`src/rtl/wb_writer_if.sv`:
```
// Bundles the pipeline result, long-latency completion and register-file write
// signals of the write-back stage.
interface wb_writer_if #(
  parameter int AW = 5
);
  logic          ex_valid;
  logic [AW-1:0] ex_waddr;
  logic [31:0]   ex_result;
  logic          mem_read;
  logic [1:0]    mem_size;
  logic          mem_unsigned;
  logic [31:0]   mem_rdata;
  logic          lo_issue;
  logic [AW-1:0] lo_issue_addr;
  logic          lo_done;
  logic [AW-1:0] lo_waddr;
  logic [31:0]   lo_result;
  logic          lo_ready;
  logic          RegWrite;
  logic [AW-1:0] waddr;
  logic [31:0]   wb_data;
  logic [31:0]   pending_mask;
  logic          hazard;

  modport slave (
    input  ex_valid, ex_waddr, ex_result, mem_read, mem_size, mem_unsigned, mem_rdata,
    input  lo_issue, lo_issue_addr, lo_done, lo_waddr, lo_result,
    output lo_ready, RegWrite, waddr, wb_data, pending_mask, hazard
  );

  modport master (
    output ex_valid, ex_waddr, ex_result, mem_read, mem_size, mem_unsigned, mem_rdata,
    output lo_issue, lo_issue_addr, lo_done, lo_waddr, lo_result,
    input  lo_ready, RegWrite, waddr, wb_data, pending_mask, hazard
  );
endinterface

```
`src/rtl/wb_writer.sv`:
```
// Register-file write port: merges pipeline results with buffered mult/div completions.
// Optional macro WB_FIFO_BYPASS_EN lets a completion skip the empty FIFO.
module wb_writer #(
  parameter int DEPTH = 2,
  parameter int AW    = 5
) (
  input  logic        clock,
  input  logic        reset,
  wb_writer_if.slave  bus
);
  localparam int PW = (DEPTH > 1) ? $clog2(DEPTH) : 1;
  localparam int CW = $clog2(DEPTH + 1);
  localparam logic [CW-1:0] FULL = CW'(DEPTH);
  localparam logic [PW-1:0] LAST = PW'(DEPTH - 1);

  typedef struct packed {
    logic [AW-1:0] addr;
    logic [31:0]   data;
  } entry_t;

  entry_t        fifo_q [DEPTH];
  entry_t        head;
  logic [PW-1:0] rd_ptr_q, rd_ptr_d, wr_ptr_q, wr_ptr_d;
  logic [CW-1:0] count_q, count_d;
  logic [31:0]   pending_q, pending_d;
  logic          regwrite_q, regwrite_d;
  logic [AW-1:0] waddr_q, waddr_d;
  logic [31:0]   wb_data_q, wb_data_d;

  logic [7:0]    byte_sel;
  logic [15:0]   half_sel;
  logic [31:0]   load_data, ex_data;
  logic          hazard_w, lo_ready_w;
  logic          ex_sel, fifo_empty, push, pop, bypass, clr_en;
  logic [AW-1:0] clr_addr;

  assign head       = fifo_q[rd_ptr_q];
  assign lo_ready_w = (count_q < FULL);
  assign hazard_w   = bus.ex_valid & (|bus.ex_waddr) & pending_q[bus.ex_waddr];

  // Little-endian load alignment and extension.
  always_comb begin
    case (bus.ex_result[1:0])
      2'd1:    byte_sel = bus.mem_rdata[15:8];
      2'd2:    byte_sel = bus.mem_rdata[23:16];
      2'd3:    byte_sel = bus.mem_rdata[31:24];
      default: byte_sel = bus.mem_rdata[7:0];
    endcase
    half_sel = bus.ex_result[1] ? bus.mem_rdata[31:16] : bus.mem_rdata[15:0];
    case (bus.mem_size)
      2'b00:   load_data = bus.mem_unsigned ? {24'b0, byte_sel} : {{24{byte_sel[7]}}, byte_sel};
      2'b01:   load_data = bus.mem_unsigned ? {16'b0, half_sel} : {{16{half_sel[15]}}, half_sel};
      default: load_data = bus.mem_rdata;
    endcase
    ex_data = bus.mem_read ? load_data : bus.ex_result;
  end

  always_comb begin
    ex_sel     = bus.ex_valid & (|bus.ex_waddr) & ~hazard_w;
    fifo_empty = (count_q == '0);
    pop        = ~ex_sel & ~fifo_empty;
`ifdef WB_FIFO_BYPASS_EN
    bypass     = fifo_empty & ~ex_sel & bus.lo_done;
`else
    bypass     = 1'b0;
`endif
    push       = bus.lo_done & lo_ready_w & ~bypass;

    regwrite_d = 1'b0;
    waddr_d    = waddr_q;
    wb_data_d  = wb_data_q;
    clr_en     = 1'b0;
    clr_addr   = head.addr;
    if (ex_sel) begin
      regwrite_d = 1'b1;
      waddr_d    = bus.ex_waddr;
      wb_data_d  = ex_data;
    end else if (pop) begin
      // A completion for $0 still drains its slot, just without a write.
      regwrite_d = |head.addr;
      waddr_d    = head.addr;
      wb_data_d  = head.data;
      clr_en     = 1'b1;
    end else if (bypass) begin
      regwrite_d = |bus.lo_waddr;
      waddr_d    = bus.lo_waddr;
      wb_data_d  = bus.lo_result;
      clr_en     = 1'b1;
      clr_addr   = bus.lo_waddr;
    end

    rd_ptr_d = rd_ptr_q;
    if (pop) rd_ptr_d = (rd_ptr_q == LAST) ? '0 : rd_ptr_q + 1'b1;
    wr_ptr_d = wr_ptr_q;
    if (push) wr_ptr_d = (wr_ptr_q == LAST) ? '0 : wr_ptr_q + 1'b1;
    case ({push, pop})
      2'b10:   count_d = count_q + 1'b1;
      2'b01:   count_d = count_q - 1'b1;
      default: count_d = count_q;
    endcase
  end

  // Issue sets a bit and takes precedence over a same-cycle completion clear.
  genvar gi;
  generate
    for (gi = 0; gi < 32; gi++) begin : g_pend
      logic set_b, clr_b;
      assign set_b = bus.lo_issue && (gi != 0) && (32'(bus.lo_issue_addr) == gi);
      assign clr_b = clr_en && (32'(clr_addr) == gi);
      assign pending_d[gi] = set_b | (pending_q[gi] & ~clr_b);
    end
  endgenerate

  always_ff @(posedge clock) begin
    if (reset) begin
      rd_ptr_q   <= '0;
      wr_ptr_q   <= '0;
      count_q    <= '0;
      pending_q  <= '0;
      regwrite_q <= 1'b0;
      waddr_q    <= '0;
      wb_data_q  <= '0;
    end else begin
      rd_ptr_q   <= rd_ptr_d;
      wr_ptr_q   <= wr_ptr_d;
      count_q    <= count_d;
      pending_q  <= pending_d;
      regwrite_q <= regwrite_d;
      waddr_q    <= waddr_d;
      wb_data_q  <= wb_data_d;
    end
  end

  always_ff @(posedge clock) begin
    if (push) fifo_q[wr_ptr_q] <= '{addr: bus.lo_waddr, data: bus.lo_result};
  end

  assign bus.lo_ready     = lo_ready_w;
  assign bus.RegWrite     = regwrite_q;
  assign bus.waddr        = waddr_q;
  assign bus.wb_data      = wb_data_q;
  assign bus.pending_mask = pending_q;
  assign bus.hazard       = hazard_w;
endmodule

```
`src/flat_wrapper.sv`:
```
// flat-port wrapper written by rule: the top's interface ports become plain ports
module wb_writer_flat 
#(
  parameter int DEPTH = 2,
  parameter int AW    = 5
)
  (clock, reset, bus_ex_valid, bus_ex_waddr, bus_ex_result, bus_mem_read, bus_mem_size, bus_mem_unsigned, bus_mem_rdata, bus_lo_issue, bus_lo_issue_addr, bus_lo_done, bus_lo_waddr, bus_lo_result, bus_lo_ready, bus_RegWrite, bus_waddr, bus_wb_data, bus_pending_mask, bus_hazard);
  wb_writer_if #(.AW(AW)) bus_i ();
  input  logic clock;
  input  logic reset;
  input wire logic [$bits(bus_i.ex_valid)-1:0] bus_ex_valid;
  input wire logic [$bits(bus_i.ex_waddr)-1:0] bus_ex_waddr;
  input wire logic [$bits(bus_i.ex_result)-1:0] bus_ex_result;
  input wire logic [$bits(bus_i.mem_read)-1:0] bus_mem_read;
  input wire logic [$bits(bus_i.mem_size)-1:0] bus_mem_size;
  input wire logic [$bits(bus_i.mem_unsigned)-1:0] bus_mem_unsigned;
  input wire logic [$bits(bus_i.mem_rdata)-1:0] bus_mem_rdata;
  input wire logic [$bits(bus_i.lo_issue)-1:0] bus_lo_issue;
  input wire logic [$bits(bus_i.lo_issue_addr)-1:0] bus_lo_issue_addr;
  input wire logic [$bits(bus_i.lo_done)-1:0] bus_lo_done;
  input wire logic [$bits(bus_i.lo_waddr)-1:0] bus_lo_waddr;
  input wire logic [$bits(bus_i.lo_result)-1:0] bus_lo_result;
  output wire logic [$bits(bus_i.lo_ready)-1:0] bus_lo_ready;
  output wire logic [$bits(bus_i.RegWrite)-1:0] bus_RegWrite;
  output wire logic [$bits(bus_i.waddr)-1:0] bus_waddr;
  output wire logic [$bits(bus_i.wb_data)-1:0] bus_wb_data;
  output wire logic [$bits(bus_i.pending_mask)-1:0] bus_pending_mask;
  output wire logic [$bits(bus_i.hazard)-1:0] bus_hazard;
  assign bus_i.ex_valid = bus_ex_valid;
  assign bus_i.ex_waddr = bus_ex_waddr;
  assign bus_i.ex_result = bus_ex_result;
  assign bus_i.mem_read = bus_mem_read;
  assign bus_i.mem_size = bus_mem_size;
  assign bus_i.mem_unsigned = bus_mem_unsigned;
  assign bus_i.mem_rdata = bus_mem_rdata;
  assign bus_i.lo_issue = bus_lo_issue;
  assign bus_i.lo_issue_addr = bus_lo_issue_addr;
  assign bus_i.lo_done = bus_lo_done;
  assign bus_i.lo_waddr = bus_lo_waddr;
  assign bus_i.lo_result = bus_lo_result;
  assign bus_lo_ready = bus_i.lo_ready;
  assign bus_RegWrite = bus_i.RegWrite;
  assign bus_waddr = bus_i.waddr;
  assign bus_wb_data = bus_i.wb_data;
  assign bus_pending_mask = bus_i.pending_mask;
  assign bus_hazard = bus_i.hazard;
  wb_writer #(.DEPTH(DEPTH), .AW(AW)) u_core (.clock(clock), .reset(reset), .bus(bus_i));
endmodule
```
`config.mk`:
```
export PLATFORM = sky130hd
export DESIGN_NAME = wb_writer_flat
export DESIGN_NICKNAME = d
export VERILOG_FILES = /design/src/rtl/wb_writer_if.sv /design/src/rtl/wb_writer.sv /design/src/flat_wrapper.sv
export SDC_FILE = /design/constraint.sdc
export NUM_CORES = 1
export LEC_CHECK = 0
export ABC_CLOCK_PERIOD_IN_PS = 4100
export CAP_MARGIN = 20
export CORE_ASPECT_RATIO = 1.5
export CORE_MARGIN = 2
export CORE_UTILIZATION = 49
export CTS_CLUSTER_DIAMETER = 100
export DETAILED_ROUTE_END_ITERATION = 6
export PLACE_DENSITY = 0.91
export SETUP_SLACK_MARGIN = 0.15
export SYNTH_ARGS = -nofsm -noshare
export SYNTH_HDL_FRONTEND = slang
export SYNTH_SLANG_ARGS = --single-unit
```
`constraint.sdc`:
```
create_clock -name clock -period 4.1 [get_ports clock]
set_input_delay 0.82 -clock clock [delete_from_list [all_inputs] [get_ports clock]]
set_output_delay 0.82 -clock clock [all_outputs]
set_load 0.005 [all_outputs]
```
* After elaboration in Yosys (flattened, before gate mapping)
Memory sizes are Yosys's and may differ from the RTL's. A register that Yosys moved wholly into a read port is not among the register bits.
Index checks and enable logic that the tools add are counted.
** Storage, ports and cells
- Register bits after elaboration :: 74
- RAM bits :: 74
- Bits of input ports :: 120
- Output and inout port bits :: 72
- Word-level logic and storage cells :: 278
- Memories kept :: 1
** Memories
- u_core.fifo_q :: words 2, bits a word 37, rd ports 1, clocked after memory_dff 1, write ports 1, line wb_writer.sv:21 : entry_t fifo_q [DEPTH];
** Cells by class
- Add/subtract/negate cells :: 4
- $lt $le $gt $ge :: 2
- Equal/unequal tests :: 68
- Mux-type cells :: 23
- Bitwise logic cells :: 103
- Reduce and logical (&&, ||, !) cells :: 70
** Operators by type and width (count)
- 5-bit == test, second input constant :: 32
- 32-bit 2-to-1 mux :: 5
- 5-bit by 4-bit == test with 1-bit output, second input constant :: 16
- 32-bit case mux with 2 select lines :: 1
- 1-bit logical AND :: 63
- 5-bit by 3-bit == test with 1-bit output, second input constant :: 8
- 1-bit AND :: 37
- 1-bit inverter :: 35
- 1-bit bitwise OR :: 31
- 8-bit case mux with 3 select lines :: 1
- 5-bit by 2-bit == test with 1-bit output, second input constant :: 4
- 16-bit 2-to-1 mux :: 1
- 1-bit 2-to-1 mux :: 11
- 5-bit by 1-bit == test with 1-bit output, second input constant :: 2
- 5-bit 2-to-1 mux :: 2
- 5-bit OR reduction :: 2
- 2-bit by 1-bit == test with 1-bit output, second input constant :: 3
- 2-bit == test, second input constant :: 3
- 5-bit by 6-bit less-than comparator with 1-bit output, second input constant :: 1
- 1-bit binary-select mux with 5-bit select :: 1
- 5-bit logical NOT :: 1
- 2-bit logical NOT :: 2
- 2-bit case mux with 2 select lines :: 1
- 2-bit nonzero test :: 2
- other kinds (4) :: 5

* Depth between registers and ports, before layout
Gate-level depths: netlist (run 1).
- Depth in word-level cells :: 13
- Depth in mapped cells :: 13
- Depth with buffers taken out :: 9

* Least setup slack after synthesis (run 1)
Ideal clock, no wire load.
- Kind :: input to register
- Start :: in bus_ex_waddr[1]
- End :: reg u_core.count_q[1]
- Library setup time :: 0.070 ns
- Data arrival time :: 3.164 ns
- Required time :: 4.030 ns
- Setup slack :: 0.865 ns
- Cell stages on the path :: 11
- Buffers on the path :: 3
- Path through :: buf_6 mux2i_1 a22oi_1 a211oi_1 o41a_1 buf_6 clkbuf_1 nor2_1 ha_1 or3_1 a21oi_1
** Between the ends
- Cells in the longest elaborated chain, start to end :: 9
- Elaborated cells between the ends (all ways) :: 13
- Those cells by class :: eq/ne: 2; mux: 3; bitwise: 6; reduce/logical: 2
** RTL lines
- start, declared :: line flat_wrapper.sv:12 : input wire logic [$bits(bus_i.ex_waddr)-1:0] bus_ex_waddr;
- 1-bit binary-select mux with 5-bit select / 5-bit OR reduction (equally long branches) :: line wb_writer.sv:39, wb_writer.sv:59
- 1-bit 2-to-1 mux (implied by the code) / 1-bit AND (equally long branches) :: line wb_writer.sv:39, wb_writer.sv:59
- 1-bit AND :: line wb_writer.sv:39 : assign hazard_w = bus.ex_valid & (|bus.ex_waddr) & pending_q[bus.ex_waddr];
- 1-bit inverter :: line wb_writer.sv:59 : ex_sel = bus.ex_valid & (|bus.ex_waddr) & ~hazard_w;
- 1-bit AND (*) :: line wb_writer.sv:59
- 1-bit inverter (*) :: line wb_writer.sv:61 : pop = ~ex_sel & ~fifo_empty;
- 1-bit AND (*) :: line wb_writer.sv:61
- via u_core.pop :: line wb_writer.sv:34 : logic ex_sel, fifo_empty, push, pop, bypass, clr_en;
- 2-bit by 1-bit == test with 1-bit output / 2-bit == test (equally long branches) :: line wb_writer.sv:96 : case ({push, pop})
- 2-bit case mux with 2 select lines / 2-bit nonzero test (equally long branches)
- end signal, assigned :: line wb_writer.sv:126 : count_q <= count_d;
- end, declared :: line wb_writer.sv:24 : logic [CW-1:0] count_q, count_d;
Mark *: on every way through the listed nets, which the timed path passes. The rest lies on a longest branch. The select of a mux whose other input is x is not followed.
A chain may end at the register's enable or synchronous reset.

* Final worst setup path (run 1)
- Start :: in bus_ex_waddr[0]
- End :: out bus_hazard
** Between the ends
- Cells in the longest elaborated chain, start to end :: 3
- Elaborated cells between the ends (all ways) :: 5
- Those cells by class :: mux: 2; bitwise: 2; reduce/logical: 1
** RTL lines
- 1-bit binary-select mux with 5-bit select / 5-bit OR reduction (equally long branches) :: line wb_writer.sv:39
- 1-bit 2-to-1 mux (implied by the code) / 1-bit AND (equally long branches) :: line wb_writer.sv:39
- 1-bit AND (*) :: line wb_writer.sv:39
- end, declared :: line flat_wrapper.sv:28 : output wire logic [$bits(bus_i.hazard)-1:0] bus_hazard;
Mark *: on every way between the ends. The rest lies on a longest branch, timed or not. The select of a mux whose other input is x is not followed.

==> results.cfg, run 1 <==
[synthesis]
netlist_area_um2 = 7060
ys_async_sr_fraction_pct = 0
synth_edf_count = 74
synth.avg_cell_area_um2 = 10.2
synthesis.nets = 815
synth_common_cells = 104 x a21oi_1, 91 x nand2_1, 75 x dfxtp_1
synth_top_area_cell = edfxtp_1
ys_seq_area_share_pct = 52.8
synth_cells = 694
netlist.area_leader.share_pct = 31.5
synth_cell_type_count = 48
synth_most_common_cell = a21oi_1
ys_ff_latch = 149
synth.top_cells.by_area = edfxtp_1 31%, dfxtp_1 21%, mux2i_1 7.7%
synth-main-ff-cell = dfxtp_1
yosysWarnings = 0

[clock_network]
cts_inserted_buffers = 17
clock_latency_ns = 0.42
cts_hold_buf = 0
cts_root_buf = clkbuf_16
htree_num_levels = 4
cts_tree = built
clock-sinks = 149
clk_pin_slew_ns = 0.06
cts_buffer_depth = 2

[cells_and_area]
nets = 990
drive_gt1_share_pct = 7.37
syn_to_final_growth_pct = 38.4
final_util_pct = 69.5

[worst_hold_path]
whs_path_depth = 2
worstHoldStart = u_core.bus.pending_mask[27]
min_to = u_core.bus.pending_mask[27]
worstHoldPathType = reg -> reg

[power]
clockPowerShare_pct = 30.0
switchingPower_uw = 1750
p_sw_share_pct = 32.5
power.leakage_uw = 0.00332
power.total_uw = 5400
power_frac_comb_pct = 31.7
power_density_nw_per_um2 = 553
p_int_uw = 3650
pwr-share-seq_pct = 38.3
max-vdd-ir-drop_uv = 318

[die]
start_util_pct = 50.2
rows = 53
die_area_um2 = 15400
die_h_um = 151
io_pins = 192
die_w_um = 102
core_um2 = 14100

[global_route]
gr-usage-all-layers_pct = 29.9
grt_max_degree = 51
grt_first_pass_wirelength_um = 34800
first_global_vias = 6549
antenna_found_initial = 0
grt_overflow = 0

[placed_design]
hpwl_um = 16100
place_ws_ns = 0.298
routabilityCongestion = 0.920
io_buffers = 191

[timing]
grt_setup_unrepaired = no
period_needed_ns = 3.76
finalWorstSetupSlack_ns = 0.342
hold_viol = 0
worst_pin_slew_ns = 0.994
final.period_utilization_pct = 91.7
setup_viol = 0
finClkSkew_ns = 0.00796
report.final.slew_viol_count = 0
slew_headroom_pct = 33.8
max_freq_ghz = 0.266
tns_ns = 0

[detailed_routing]
ant_nets = 0
post_drt_wl_per_cell_um = 20.8
finalWirelength_um = 22400
vias = 6533
via_per_inst = 6.08
drt_iter0_drc = 549
drc_errors = 0
drt-pass1-iter-count = 7

[setup_path]
crit_fanout = 6
reg2reg_depth = 8
worstPathRequired_ns = 3.28
cp-startpoint = bus_ex_waddr[0]
setup.reg_to_reg.worst_slack_ns = 1.36
cp-start-kind = input pin
path_class = in -> out
rr_startpoint = u_core.bus.pending_mask[7]
cp-end-kind = primary output
arrival_ns = 2.94
reg2reg_to = u_core.bus.pending_mask[22]

[outcome]
status = completed

[run]
max-cap-violations = 0
==> what timing repair did <==
| action | 4_1_cts | 5_1_grt |
|---|---|---|
| resized for setup | 0 | 1 |
| setup buffers | 0 | 0 |
| setup endpoints to repair | 0 | 1 |
==> worst max-delay path, cell delays in order <==
cell,delay (ns)
clkdlybuf4s50_1,0.57
nor2b_1,0.33
a22oi_1,0.14
a21oi_1,0.35
nor2_1,0.09
nor4b_2,0.17
clkdlybuf4s50_1,0.46
==> how the worst max path moves through the flow <==
stage | depth (start not counted) | slack, ns | to
after floorplan | 11 | 0.87 | u_core.count_q[1]
after global placement | 8 | 0.28 | bus_hazard
after detailed placement | 10 | 0.30 | u_core.bus.pending_mask[18]
after CTS | 8 | 0.31 | bus_hazard
after global routing | 8 | 0.24 | bus_hazard
final | 7 | 0.34 | bus_hazard
==> stage by stage <==
stage               hold slack, ns  area [um2]  cells
floorplan                    0.471        7060    694
global placement             0.479        9110   1040
detailed placement           0.496        9110   1040
CTS                          0.503        9740   1072
global route                 0.536        9760   1074
finish                       0.507        9770   1075
==> cell usage in the layout (no fill, tap or decap), drive strengths merged, types with 3 or more instances in the layout <==
| cell type | instances |
|---|---|
| a21oi | 104 |
| inv | 10 |
| nand2 | 91 |
| nor2b | 8 |
| mux2 | 4 |
| nor2 | 44 |
| nand2b | 12 |
| or3 | 18 |
| buf | 18 |
| a311oi | 13 |
| a22oi | 10 |
| nor3 | 7 |
| a22o | 5 |
| o211ai | 39 |
| a211oi | 14 |
| nand3 | 3 |
| o31ai | 13 |
| nor3b | 6 |
| a221o | 9 |
| mux2i | 54 |
| clkdlybuf4s50 | 190 |
| o41ai | 5 |
| dfxtp | 75 |
| o21ai | 8 |
| clkbuf | 24 |
| edfxtp | 74 |
| o221ai | 5 |
==> power groups by stage <==
stage                     clock network, uW  registers [uW]  logic (uW)
after global placement                    0            2080        1640
after global routing                   1700            2100        1860
after detailed placement                  0            2100        1680
final                                  1620            2070        1710
after CTS                              1630            2070        1690
after floorplan                           0            2020        1020
==> cell families after synthesis <==
logic type                 after synthesis  synth area share, %
xor gates and xnor gates                 3                0.372
AOI/OAI and AO/OA                      230                 21.5
muxes                                   60                 8.94
buffers and inverters                   55                 3.56
and+or+nand+nor                        196                 12.6
DFF                                    149                 52.8
adders and majority gates                1                0.177
==> per-layer routing <==
layer	track usage, %	share of wire [%]	vias up
met5	0	0	-
met2	51.8	52	382
met1	34.5	36	3095
met3	5.58	7.4	79
met4	15.7	4.7	0
li1	-	-	2977
==> flip-flops by register name, summed over array words and instances, names as in the netlist, named ones only <==
register / count
u_core.bus.waddr: 5
u_core.fifo_q: 74
u_core.wr_ptr_q: 1
u_core.bus.wb_data: 32
u_core.count_q: 2
u_core.bus.RegWrite: 1
u_core.rd_ptr_q: 1
u_core.bus.pending_mask: 32
==> layout make-up <==
cell class | count | area, um2
inverter | 3 | 11.3
tap | 192 | 240
sequential | 149 | 3720
antenna | 1 | 2.50
fill | 1055 | 4290
clock inverter | 8 | 67.6
multi-input combinational | 490 | 3110
clock buffer | 24 | 566
timing repair buffer | 208 | 2050
Power figures use the tool's default switching activity.
==> run 2: changes to the inputs <==
Settings changed: GPL_TIMING_DRIVEN from default to 0, PLACE_DENSITY 0.91 to 0.81.
==> run 2 against run 1 <==
Effect of this change:
- global-route usage is 0.40 points lower
- critical path depth unchanged
- die area unchanged
- maximum frequency down 0.27%
- combinational power rose by 8%
- power rose by 2.0%
- worst hold slack worse by 0.011 ns
- sequential power down 2%
- register-to-register slack improved by 0.02 ns
- first-iteration DRC count is 13% lower
- design area increased by 1.2%
==> results.cfg, run 2 (same netlist as run 1, synthesis figures left out) <==
[timing]
setup_viol = 0
hold_viol = 0
report.final.slew_viol_count = 0
period_needed_ns = 3.77
finClkSkew_ns = 0.0130
slew_headroom_pct = 36.9
worst_pin_slew_ns = 0.945
final.period_utilization_pct = 91.9
max_freq_ghz = 0.265
grt_setup_unrepaired = no

[global_route]
grt_first_pass_wirelength_um = 34000
antenna_found_initial = 1
gr-usage-all-layers_pct = 29.4
grt_max_degree = 31
first_global_vias = 6474
grt_overflow = 0

[clock_network]
clk_pin_slew_ns = 0.07
post-cts-setup-buffers = 0
cts_tree = built
cts_hold_buf = 0
cts_root_buf = clkbuf_16
htree_num_levels = 4
cts_resized = 1
clock_latency_ns = 0.42
clock-sinks = 149
cts_buffer_depth = 2
cts_inserted_buffers = 17

[detailed_routing]
drt-pass1-iter-count = 5
drc_errors = 0
post_drt_wl_per_cell_um = 20.4
finalWirelength_um = 22600
ant_nets = 0
via_per_inst = 5.97
drt_iter0_drc = 480
vias = 6608

[placed_design]
routabilityCongestion = 0.908
io_buffers = 187
hpwl_um = 16900

[setup_path]
cp_slowest_cell = clkdlybuf4s50_1
reg2reg_depth = 9
crit_fanout = 6
path_cells = clkdlybuf4s50_1 > nor2b_2 > a22oi_2 > a21oi_1 > nor2_1 > nor4b_2 > clkdlybuf4s50_1
cp-start-kind = input pin
crit_buf_inv = 2
path_class = in -> out
worstPathRequired_ns = 3.28
cp-end-kind = primary output
arrival_ns = 2.95
reg2reg_to = u_core.count_q[1]
crit_path_frequent_cell = clkdlybuf4s50_1
rr_startpoint = u_core.bus.pending_mask[7]
setup.reg_to_reg.worst_slack_ns = 1.38
critical-path-top-delay-family = buffers and inverters
critPathMaxStageDelay_ns = 0.57

[power]
power_density_nw_per_um2 = 558
power.leakage_uw = 0.00332
power.total_uw = 5510
max-vdd-ir-drop_uv = 336

[cells_and_area]
multi_input_area_um2 = 3120
largest_reg_flops = 74
drive_gt1_share_pct = 6.67
final_util_pct = 70.3
max_flop_register = u_core.fifo_q
fill_cells = 1035
mostFrequentLayoutCells = 187 x clkdlybuf4s50_1, 104 x a21oi_1, 91 x nand2_1
seq_area_um2 = 3720
final_common_cell = clkdlybuf4s50_1
nets = 1022
syn_to_final_growth_pct = 40.1

[worst_hold_path]
worstHoldStart = u_core.bus.pending_mask[5]
worstHoldPathType = reg -> reg
whs_path_depth = 2
min_to = u_core.bus.pending_mask[5]

[outcome]
status = completed

[die]
die_h_um = 151
core_um2 = 14100
start_util_pct = 50.2
rows = 53
io_pins = 192
die_area_um2 = 15400
die_w_um = 102

[run]
max-cap-violations = 0
-- run 2: cell types whose count changed in the layout (fill, tap and decap cells not counted), sizes merged --
cell,delta
clkbuf,+36
buf,-5
clkdlybuf4s50,-3
inv,+2
bufinv,+1
clkinv,+1
-- run 2: power by group --
part / total [uW] / internal, uW / switching (uW)
registers: 2020 / 1880 / 142
clock network: 1650 / 976 / 672
logic: 1850 / 811 / 1030
-- run 2: worst max-delay path by stage --
stage	startpoint	endpoint	slack, ns	cells after the start
final	bus_ex_waddr[2]	bus_hazard	0.33	7
after global routing	bus_ex_waddr[2]	bus_hazard	0.21	6
after CTS	bus_ex_waddr[0]	bus_hazard	0.20	6
after detailed placement	bus_ex_waddr[2]	u_core.count_q[1]	-0.34	11
after global placement	bus_ex_waddr[2]	u_core.count_q[1]	-0.37	11
after floorplan	bus_ex_waddr[1]	u_core.count_q[1]	0.87	11
-- run 2: metal layers --
| metal | track usage (%) | routed length [um] | vias up |
|---|---|---|---|
| met2 | 51.1 | 11600 | 398 |
| met3 | 7.29 | 1900 | 73 |
| met1 | 32.1 | 8000 | 3095 |
| met4 | 17.3 | 1130 | 0 |
| met5 | 0 | 0 | - |
| li1 | - | - | 3042 |
-- run 2: stage by stage --
stage,TNS (ns),cells,instance area (um2),setup slack (ns),hold WS (ns)
2_1_floorplan,0,694,7060,0.865,0.471
3_3_place_gp,-11.95,1073,9170,-0.366,0.479
3_5_place_dp,-0.439,1075,9220,-0.342,0.487
4_1_cts,0,1107,9860,0.204,0.495
5_1_grt,0,1107,9890,0.207,0.526
6_report,0,1107,9890,0.332,0.496
-- run 2: final cells by class --
type	count	share of cell area [%]
multi-input cells	490	31.5
clock inverters	12	1.43
repair buffers	189	19.3
flip-flops and latches	149	37.7
well taps	192	2.43
clock buffers	20	5.06
inverters	3	0.114
plain buffers	51	2.39
diodes	1	0.0253
-- run 2: worst register-to-register path: stages (launching register included) --
cell	delay [ns]
dfxtp_1	0.33
mux2i_1	0.21
a22oi_2	0.15
a211oi_1	0.45
o41a_1	0.33
buf_6	0.24
nor2_1	0.08
ha_1	0.35
or3_1	0.37
a21oi_1	0.13
==> run 3: changes to the inputs <==
Settings changed: ABC_CLOCK_PERIOD_IN_PS 4100 to 3900, SLEW_MARGIN from default to 20.
Clock period 4.1 ns to 3.9 ns, I/O delays scaled along.
==> run 3 against run 2 <==
Effect of this change:
- sequential power increased by 5%
- core utilization decreased by 0.15 points
- largest power group unchanged
- first-iteration DRC count increased by 7.7%
==> results.cfg, run 3 (same netlist as run 1, synthesis figures left out) <==
[cells_and_area]
syn_to_final_growth_pct = 39.8
final_util_pct = 70.2
multi_input_area_um2 = 3130
nets = 1022
largest_reg_flops = 74
drive_gt1_share_pct = 6.89
seq_area_um2 = 3720
fill_cells = 1071
mostFrequentLayoutCells = 187 x clkdlybuf4s50_1, 103 x a21oi_1, 91 x nand2_1
final_common_cell = clkdlybuf4s50_1
max_flop_register = u_core.fifo_q
antenna_cells = 0

[worst_hold_path]
worstHoldPathType = reg -> reg

[detailed_routing]
drt_iter0_drc = 517
finalWirelength_um = 22300
vias = 6624
drt-pass1-iter-count = 5
post_drt_wl_per_cell_um = 20.2
ant_nets = 0
drc_errors = 0
via_per_inst = 5.99

[clock_network]
cts_buffer_depth = 2
cts_hold_buf = 0
clk_pin_slew_ns = 0.07
cts_inserted_buffers = 17
cts_tree = built
clock-sinks = 149
cts_root_buf = clkbuf_16
clock_latency_ns = 0.43
htree_num_levels = 4

[setup_path]
cp-start-kind = input pin
arrival_ns = 2.86
path_class = in -> out
worstPathRequired_ns = 3.12
crit_fanout = 6
cp-end-kind = primary output

[power]
p_sw_share_pct = 34.2
pwr-share-seq_pct = 37.2
max-vdd-ir-drop_uv = 411
power_density_nw_per_um2 = 578
switchingPower_uw = 1950
clockPowerShare_pct = 28.7
power_frac_comb_pct = 34.1
power.leakage_uw = 0.00331
p_int_uw = 3760

[placed_design]
io_buffers = 187
routabilityCongestion = 0.908
hpwl_um = 17000

[global_route]
grt_max_degree = 31
first_global_vias = 6543
grt_overflow = 0
gr-usage-all-layers_pct = 29.4
antenna_found_initial = 0
grt_first_pass_wirelength_um = 34100

[timing]
finClkSkew_ns = 0.0154
setup_viol = 0
grt_setup_unrepaired = no
period_needed_ns = 3.64
slew_headroom_pct = 41.0
max_freq_ghz = 0.275
worst_pin_slew_ns = 0.883
holdWs_ns = 0.499
hold_viol = 0
final.period_utilization_pct = 93.2
report.final.slew_viol_count = 0

[die]
die_h_um = 151
rows = 53
start_util_pct = 50.2
die_area_um2 = 15400
core_um2 = 14100
die_w_um = 102
io_pins = 192

[outcome]
status = completed

[run]
max-cap-violations = 0
run 3: cell count changes in the layout (fill, tap and decap cells not counted), sizes merged:
cell	previous run	this run
bufinv	1	0
clkbuf	60	59
clkinvlp	0	1
diode	1	0
inv	12	13
run 3: final timing paths:
check	endpoint	slack, ns	from	depth (start not counted)
setup / recovery	bus_hazard	0.26	bus_ex_waddr[0]	6
hold / removal	u_core.bus.pending_mask[25]	0.50	u_core.bus.pending_mask[25]	2
setup reg to reg	u_core.bus.wb_data[11]	1.24	flip-flop	7
hold reg to reg	u_core.bus.pending_mask[25]	0.50	u_core.bus.pending_mask[25]	2
run 3: final cells by class:
type                       count  share of cell area [%]
multi-input combinational    490                    31.8
timing repair buffer         189                    19.5
clock inverter                13                    1.27
clock buffer                  19                    4.82
inverter                       3                   0.114
tap                          192                    2.43
sequential                   149                    37.7
buffer                        51                    2.40
run 3: routing by layer:
layer | share of wire, % | wire length [um] | GRT usage, % | vias to the layer above
li1 | - | - | - | 3047
met1 | 36 | 8000 | 33.4 | 3136
met2 | 52 | 11500 | 51.8 | 369
met3 | 8.5 | 1900 | 6.74 | 72
met4 | 4.2 | 932 | 13.3 | 0
met5 | 0 | 0 | 0 | -
run 3: power by group through the flow:
stage	clock network, uW	registers [uW]	logic (uW)
6_report	1640	2120	1940
5_1_grt	1720	2150	2100
4_1_cts	1640	2120	1930
3_5_place_dp	0	2150	1910
3_3_place_gp	0	2150	1840
2_1_floorplan	0	2130	1070
run 3: per-stage QoR:
step	cell area (um2)	worst slack, ns	std cells	setup TNS (ns)	total power (uW)
final	9870	0.263	1106	0	5700
after global routing	9870	0.181	1106	0	5960
after detailed placement	9220	-0.510	1075	-0.775	4060
after global placement	9170	-0.526	1073	-18.19	3990
after CTS	9840	0.168	1106	0	5690
after floorplan	7060	0.705	694	0	3200
run 3: repair_timing:
action                     4_1_cts  5_1_grt
setup endpoints to repair        2        1
resized for setup                5        6
buffers inserted                 0        0
hold endpoints to repair         0        0
run 3: worst max-delay path, stage by stage:
cell and delay [ns]:
clkdlybuf4s50_1 0.54, and2_4 0.27, a22oi_2 0.24, a21oi_1 0.19, nor4b_2 0.29, clkdlybuf4s50_1 0.55
